## src/rtl/VX_gpu_pkg.sv

```systemverilog
// Shared writeback packet layout and arbiter sizing helpers.
// Used by vx_writeback_arbiter (optional macro VX_WB_ARB_LOCK_EN).
package VX_gpu_pkg;

  localparam int UUID_WIDTH  = 44;
  localparam int ISSUE_WIS_W = 2;
  localparam int NUM_THREADS = 4;
  localparam int XLEN        = 32;
  localparam int NR_BITS     = 6;
  localparam int CU_WIS_W    = 4;

  localparam int WB_DATAW = UUID_WIDTH + ISSUE_WIS_W
                          + NUM_THREADS + XLEN + NR_BITS
                          + NUM_THREADS * XLEN + 2
                          + CU_WIS_W;

  typedef struct packed {
    logic [UUID_WIDTH-1:0]       uuid;
    logic [ISSUE_WIS_W-1:0]      wis;
    logic [NUM_THREADS-1:0]      tmask;
    logic [XLEN-1:0]             PC;
    logic [NR_BITS-1:0]          rd;
    logic [NUM_THREADS*XLEN-1:0] data;
    logic                        sop;
    logic                        eop;
    logic [CU_WIS_W-1:0]         cu_id;
  } data_t;

  // Flag positions inside a flat packet vector
  localparam int WB_EOP_BIT = CU_WIS_W;
  localparam int WB_SOP_BIT = CU_WIS_W + 1;

  function automatic int idx_w(input int n);
    return (n > 1) ? $clog2(n) : 1;
  endfunction

endpackage

```

## src/rtl/vx_writeback_arbiter_rr.sv

```systemverilog
// Round-robin arbiter with an optional hold on one index.
// Owns the priority pointer; grant is combinational from req.
module vx_rr_arbiter
  import VX_gpu_pkg::*;
#(
  parameter int NUM_REQS = 4,
  parameter int IDXW     = idx_w(NUM_REQS)
) (
  input  logic                clk_i,
  input  logic                rst_ni,
  input  logic [NUM_REQS-1:0] req_i,
  input  logic                lock_en_i,
  input  logic [IDXW-1:0]     lock_idx_i,
  output logic [NUM_REQS-1:0] grant_o,
  output logic [IDXW-1:0]     grant_idx_o,
  output logic                grant_valid_o
);

  if (NUM_REQS == 1) begin : g_single
    logic unused_ok;
    assign unused_ok = ^{clk_i, rst_ni,
                         lock_en_i, lock_idx_i};
    assign grant_o       = req_i;
    assign grant_idx_o   = '0;
    assign grant_valid_o = req_i[0];
  end else begin : g_multi
    localparam logic [IDXW:0] NR =
      (IDXW+1)'(NUM_REQS);

    logic [IDXW-1:0] ptr_q, ptr_d;
    logic [IDXW:0]   pos;
    logic [IDXW:0]   nxt;
    logic            hit;

    always_comb begin
      grant_o     = '0;
      grant_idx_o = '0;
      hit         = 1'b0;
      pos         = '0;
      if (lock_en_i) begin
        if (req_i[lock_idx_i]) begin
          hit         = 1'b1;
          grant_idx_o = lock_idx_i;
        end
      end else begin
        for (int k = 0; k < NUM_REQS; k++) begin
          pos = {1'b0, ptr_q} + (IDXW+1)'(k);
          if (pos >= NR) pos = pos - NR;
          if (!hit && req_i[pos[IDXW-1:0]]) begin
            hit         = 1'b1;
            grant_idx_o = pos[IDXW-1:0];
          end
        end
      end
      grant_o[grant_idx_o] = hit;
      grant_valid_o        = hit;
    end

    always_comb begin
      nxt = {1'b0, grant_idx_o} + (IDXW+1)'(1);
      if (nxt >= NR) nxt = '0;
      ptr_d = grant_valid_o ? nxt[IDXW-1:0] : ptr_q;
    end

    always_ff @(posedge clk_i or negedge rst_ni) begin
      if (!rst_ni) ptr_q <= '0;
      else         ptr_q <= ptr_d;
    end
  end

endmodule

```

## src/rtl/vx_writeback_arbiter.sv

```systemverilog
// Merges execute-unit commit streams into one registered writeback.
// Define VX_WB_ARB_LOCK_EN to keep sop..eop bursts contiguous.
module vx_writeback_arbiter
  import VX_gpu_pkg::*;
#(
  parameter int NUM_INPUTS = 4,
  parameter int DATAW      = WB_DATAW
) (
  input  logic                        clk,
  input  logic                        reset_n,
  input  logic [NUM_INPUTS-1:0]       in_valid,
  input  logic [NUM_INPUTS*DATAW-1:0] in_data,
  output logic [NUM_INPUTS-1:0]       in_ready,
  output logic                        out_valid,
  output logic [DATAW-1:0]            out_data
);

  localparam int IDXW = idx_w(NUM_INPUTS);

  logic [NUM_INPUTS-1:0] req;
  logic [NUM_INPUTS-1:0] grant;
  logic [IDXW-1:0]       gidx;
  logic                  gvld;
  logic                  lock_en;
  logic [IDXW-1:0]       lock_idx;
  logic [DATAW-1:0]      gpkt;

  logic                  out_valid_q, out_valid_d;
  logic [DATAW-1:0]      out_data_q, out_data_d;

  // Nothing may be accepted while reset is held
  assign req = in_valid & {NUM_INPUTS{reset_n}};

  vx_rr_arbiter #(
    .NUM_REQS (NUM_INPUTS),
    .IDXW     (IDXW)
  ) u_rr (
    .clk_i         (clk),
    .rst_ni        (reset_n),
    .req_i         (req),
    .lock_en_i     (lock_en),
    .lock_idx_i    (lock_idx),
    .grant_o       (grant),
    .grant_idx_o   (gidx),
    .grant_valid_o (gvld)
  );

  assign in_ready = grant;
  assign gpkt     = in_data[gidx*DATAW +: DATAW];

`ifdef VX_WB_ARB_LOCK_EN
  logic            lock_q, lock_d;
  logic [IDXW-1:0] lock_idx_q, lock_idx_d;

  always_comb begin
    lock_d     = lock_q;
    lock_idx_d = lock_idx_q;
    if (gvld) begin
      lock_d = !gpkt[WB_EOP_BIT];
      if (!gpkt[WB_EOP_BIT]) lock_idx_d = gidx;
    end
  end

  always_ff @(posedge clk or negedge reset_n) begin
    if (!reset_n) begin
      lock_q     <= 1'b0;
      lock_idx_q <= '0;
    end else begin
      lock_q     <= lock_d;
      lock_idx_q <= lock_idx_d;
    end
  end

  assign lock_en  = lock_q;
  assign lock_idx = lock_idx_q;
`else
  assign lock_en  = 1'b0;
  assign lock_idx = '0;
`endif

  always_comb begin
    out_valid_d = gvld;
    out_data_d  = gvld ? gpkt : out_data_q;
  end

  always_ff @(posedge clk or negedge reset_n) begin
    if (!reset_n) begin
      out_valid_q <= 1'b0;
      out_data_q  <= '0;
    end else begin
      out_valid_q <= out_valid_d;
      out_data_q  <= out_data_d;
    end
  end

  assign out_valid = out_valid_q;
  assign out_data  = out_data_q;

`ifndef SYNTHESIS
  logic [NUM_INPUTS-1:0] open_q;

  always_ff @(posedge clk or negedge reset_n) begin
    if (!reset_n) begin
      open_q <= '0;
    end else if (gvld) begin
      if (gpkt[WB_EOP_BIT])      open_q[gidx] <= 1'b0;
      else if (gpkt[WB_SOP_BIT]) open_q[gidx] <= 1'b1;
    end
  end

  always_ff @(posedge clk) begin
    if (reset_n) begin
      assert ($onehot0(in_ready))
        else $error("in_ready not onehot0");
      if (gvld && gpkt[WB_EOP_BIT])
        assert (gpkt[WB_SOP_BIT] || open_q[gidx])
          else $error("eop without sop");
    end
  end
`endif

endmodule

```

## config.mk

```make
export PLATFORM = sky130hd
export DESIGN_NAME = vx_writeback_arbiter
export DESIGN_NICKNAME = d
export VERILOG_FILES = /design/src/rtl/VX_gpu_pkg.sv /design/src/rtl/vx_writeback_arbiter_rr.sv /design/src/rtl/vx_writeback_arbiter.sv
export SDC_FILE = /design/constraint.sdc
export NUM_CORES = 1
export LEC_CHECK = 0
export ABC_AREA = 1
export CORE_AREA = 2 2 439 441
export DETAILED_ROUTE_END_ITERATION = 12
export DIE_AREA = 0 0 441 443
export SLEW_MARGIN = 20
export SYNTH_ARGS = -nofsm -noshare
export SYNTH_HDL_FRONTEND = slang
export SYNTH_HIERARCHICAL = 1
export SYNTH_SLANG_ARGS = --single-unit
```

## constraint.sdc

```tcl
create_clock -name clk -period 4.25 [get_ports clk]
set_input_delay 0.425 -clock clk [delete_from_list [all_inputs] [get_ports clk]]
set_output_delay 0.425 -clock clk [all_outputs]
set_load 0.1 [all_outputs]
```

==> out/metrics.cfg <==
[clock_network]
clk_pin_slew_ns=0.06
numCtsBuffers=37
cts.sinks=225
tritoncts=yes
cts_buffer_depth=3
clock_latency_ns=0.61
cts_setup_buffers=0
htree_levels=2
cts_root_buf=clkbuf_16

[routing]
wl_per_cell_um=20.9
drt_pass1_iterations=8
routed_wl_um=152000
antenna_left=0
vias=25888
drtIter0Drc=2111
drc_errors=0
vias_per_cell=3.57

[setup_path]
max_stage_delay_ns=0.57
path_cells=dlygate4sd3_1 -> buf_8 -> nand2_1 -> inv_1 -> inv_1 -> nand2_1 -> nand3_1 -> nand2_1 -> inv_1 -> nand3_2 -> nand2_4 -> o21ai_4 -> buf_12 -> ha_1 -> inv_1 -> nor2_1 -> buf_12
cp-end-kind=output pin
worstPathRequired_ns=3.83
cpMostUsedCell=inv_1
critical_path_class=input port to output pin
path_max_fanout=86
slowest_stage=dlygate4sd3_1
cp-start-kind=input port
cp.arrival_ns=3.38

[layout]
final_cell_mix=nand2_1, clkdlybuf4s50_1, inv_1
layout_commonest_cell=nand2_1
instances_no_fill=7244
nets=5566
drive_gt1_share_pct=4.69
area_growth_pct=80.2
nFillCells=22001

[logic_synthesis]
synth_seq_cells=225
yosys_warnings=6
netlist_area_sq_um=19200
async_flop_share_pct=100
avgSynthCellArea_sq_um=5.29
synthesis.instances=3636
synth_edf_count=0
synth_flop_cell=dfrtp_1
seq_area_frac_synth_pct=29.3
synth_cell_types=23

[power]
power_density_nw_per_um2=898
worst_ir_drop_vdd_mv=0.442
cellLeakagePower_uw=0.0190
pwr-share-seq_pct=14.1
p_comb_share_pct=75.5
p_int_uw=10900
switching_share_pct=65.0
clock_power_share_pct=10.4
p_sw_uw=20200

[status]
status=finished clean

[global_routing]
grt_use_total_pct=14.9
grt_antenna_before_repair=62
grt_max_degree=100
grt_pass1_wl_um=203000
grt_pass1_vias=25226
globalRouteOverflowTotal=0

[floorplan]
die_w_um=441
die_y_um=443
core_sq_um=191000
ioPinCount=1121
die_area_sq_um=195000
start_util_pct=10.1
rows=161

[place]
portBuffers=1120
place_congestion=0.990
placed_cells=7154
hpwl_um=125000

[timing]
slew_viol_final=0
finalHoldViolCount=0
fmax_mhz=263
period_share_pct=89.5
setup_violations=0
skew_ns=0.0256
fin_tns_setup_ns=0
slew-limit-headroom_pct=23.7
period_needed_ns=3.80
tightest_slew_ns=1.14
rsz0062_at_grt=false

[min_path]
hp-class=input port to async pin

[flow_run]
maxCapViolCount=0

==> final cells by class <==
cell class | count | area [sq um] | area share (%)
clock buffer | 51 | 1070 | 3.09
multi-input combinational | 2307 | 9360 | 27.0
sequential | 225 | 5630 | 16.3
antenna | 24 | 60.1 | 0.173
tap | 2526 | 3160 | 9.12
clock inverter | 14 | 138 | 0.397
timing repair buffer | 1182 | 11800 | 34.0
inverter | 915 | 3460 | 9.98
==> sequential cells by signal, indices dropped and copies added, names as in the netlist <==
signal and cells:
out_valid 1, u_rr/g_multi.ptr_q 2, out_data 222
==> stage by stage <==
step	hold WS [ns]	instance area [sq um]	setup slack [ns]	total power [uW]	util, %
finish	0.268	34600	0.447	31100	18.1
global route	0.233	34600	0.181	33100	18.1
CTS	0.200	34600	0.415	31600	18.1
detailed placement	0.275	33400	0.762	28200	17.5
global placement	0.277	33400	0.731	28200	17.5
floorplan	0.129	19300	1.06	19500	-
==> per-layer routing <==
| layer | share of wire [%] | GRT usage [%] | routed length (um) |
|---|---|---|---|
| met3 | 9.1 | 4.47 | 13800 |
| met5 | 0.14 | 0 | 217 |
| met2 | 49 | 25.6 | 74200 |
| met1 | 40 | 17.9 | 59900 |
| met4 | 2.3 | 4.08 | 3530 |
==> cell families (layout without fill, tap and decap cells) <==
logic type / after synthesis / count (layout) / share of synthesized area (%)
simple gates: 2289 / 2289 / 47.9
buf+inv: 1112 / 2162 / 22.3
flops: 225 / 225 / 29.3
compound gates: 5 / 5 / 0.182
fa+ha+maj: 4 / 4 / 0.260
other cells: 1 / 33 / 0.0195
==> power groups by stage <==
stage | Clock, uW | Combinational, uW | Sequential, uW
floorplan | 0 | 8010 | 11500
global placement | 0 | 23800 | 4410
detailed placement | 0 | 23800 | 4400
CTS | 3410 | 23800 | 4400
global route | 3460 | 25200 | 4500
finish | 3230 | 23500 | 4400
==> critical path, delay by kind of cell <==
| kind | cells | cell delay [ns] |
|---|---|---|
| compound gates | 1 | 0.31 |
| fa+ha+maj | 1 | 0.22 |
| buf+inv | 8 | 1.62 |
| simple gates | 7 | 0.74 |
==> Yosys cell counts, types with 2 or more instances <==
cell type  number  share of area, %
buf_1          29              0.57
buf_2          87               2.3
clkbuf_1       80               1.6
dfrtp_1       225                29
ha_1            4              0.26
inv_1         909                18
inv_2           5             0.098
nand2_1      1818                35
nand2_2         5              0.16
nand2_4         3              0.18
nand3_1       451                12
nand3_2         2              0.10
nor2_1          8              0.16
==> path summary, 6_finish.rpt <==
check                           slack (ns)                               from  cells past startpoint                         to
worst max-delay path                  0.45                            reset_n                     17                in_ready[3]
worst min-delay path                  0.27                            reset_n                      2  out_data[204]$_DFFE_PN0P_
worst max register to register        1.00  u_rr/g_multi.ptr_q[0]$_DFFE_PN0P_                     17   out_data[95]$_DFFE_PN0P_
worst min register to register        0.47           out_data[76]$_DFFE_PN0P_                      2   out_data[76]$_DFFE_PN0P_
max in group asynchronous             1.50                            reset_n                      6   out_data[67]$_DFFE_PN0P_
min in group clk                      0.47           out_data[76]$_DFFE_PN0P_                      2   out_data[76]$_DFFE_PN0P_
==> what timing repair did <==
item                                   in CTS  in global routing
hold buffers                                1                  0
gates resized for setup                     0                  0
endpoints found under the hold margin      16                  0
No activity file was read; power rests on OpenSTA's default activity.
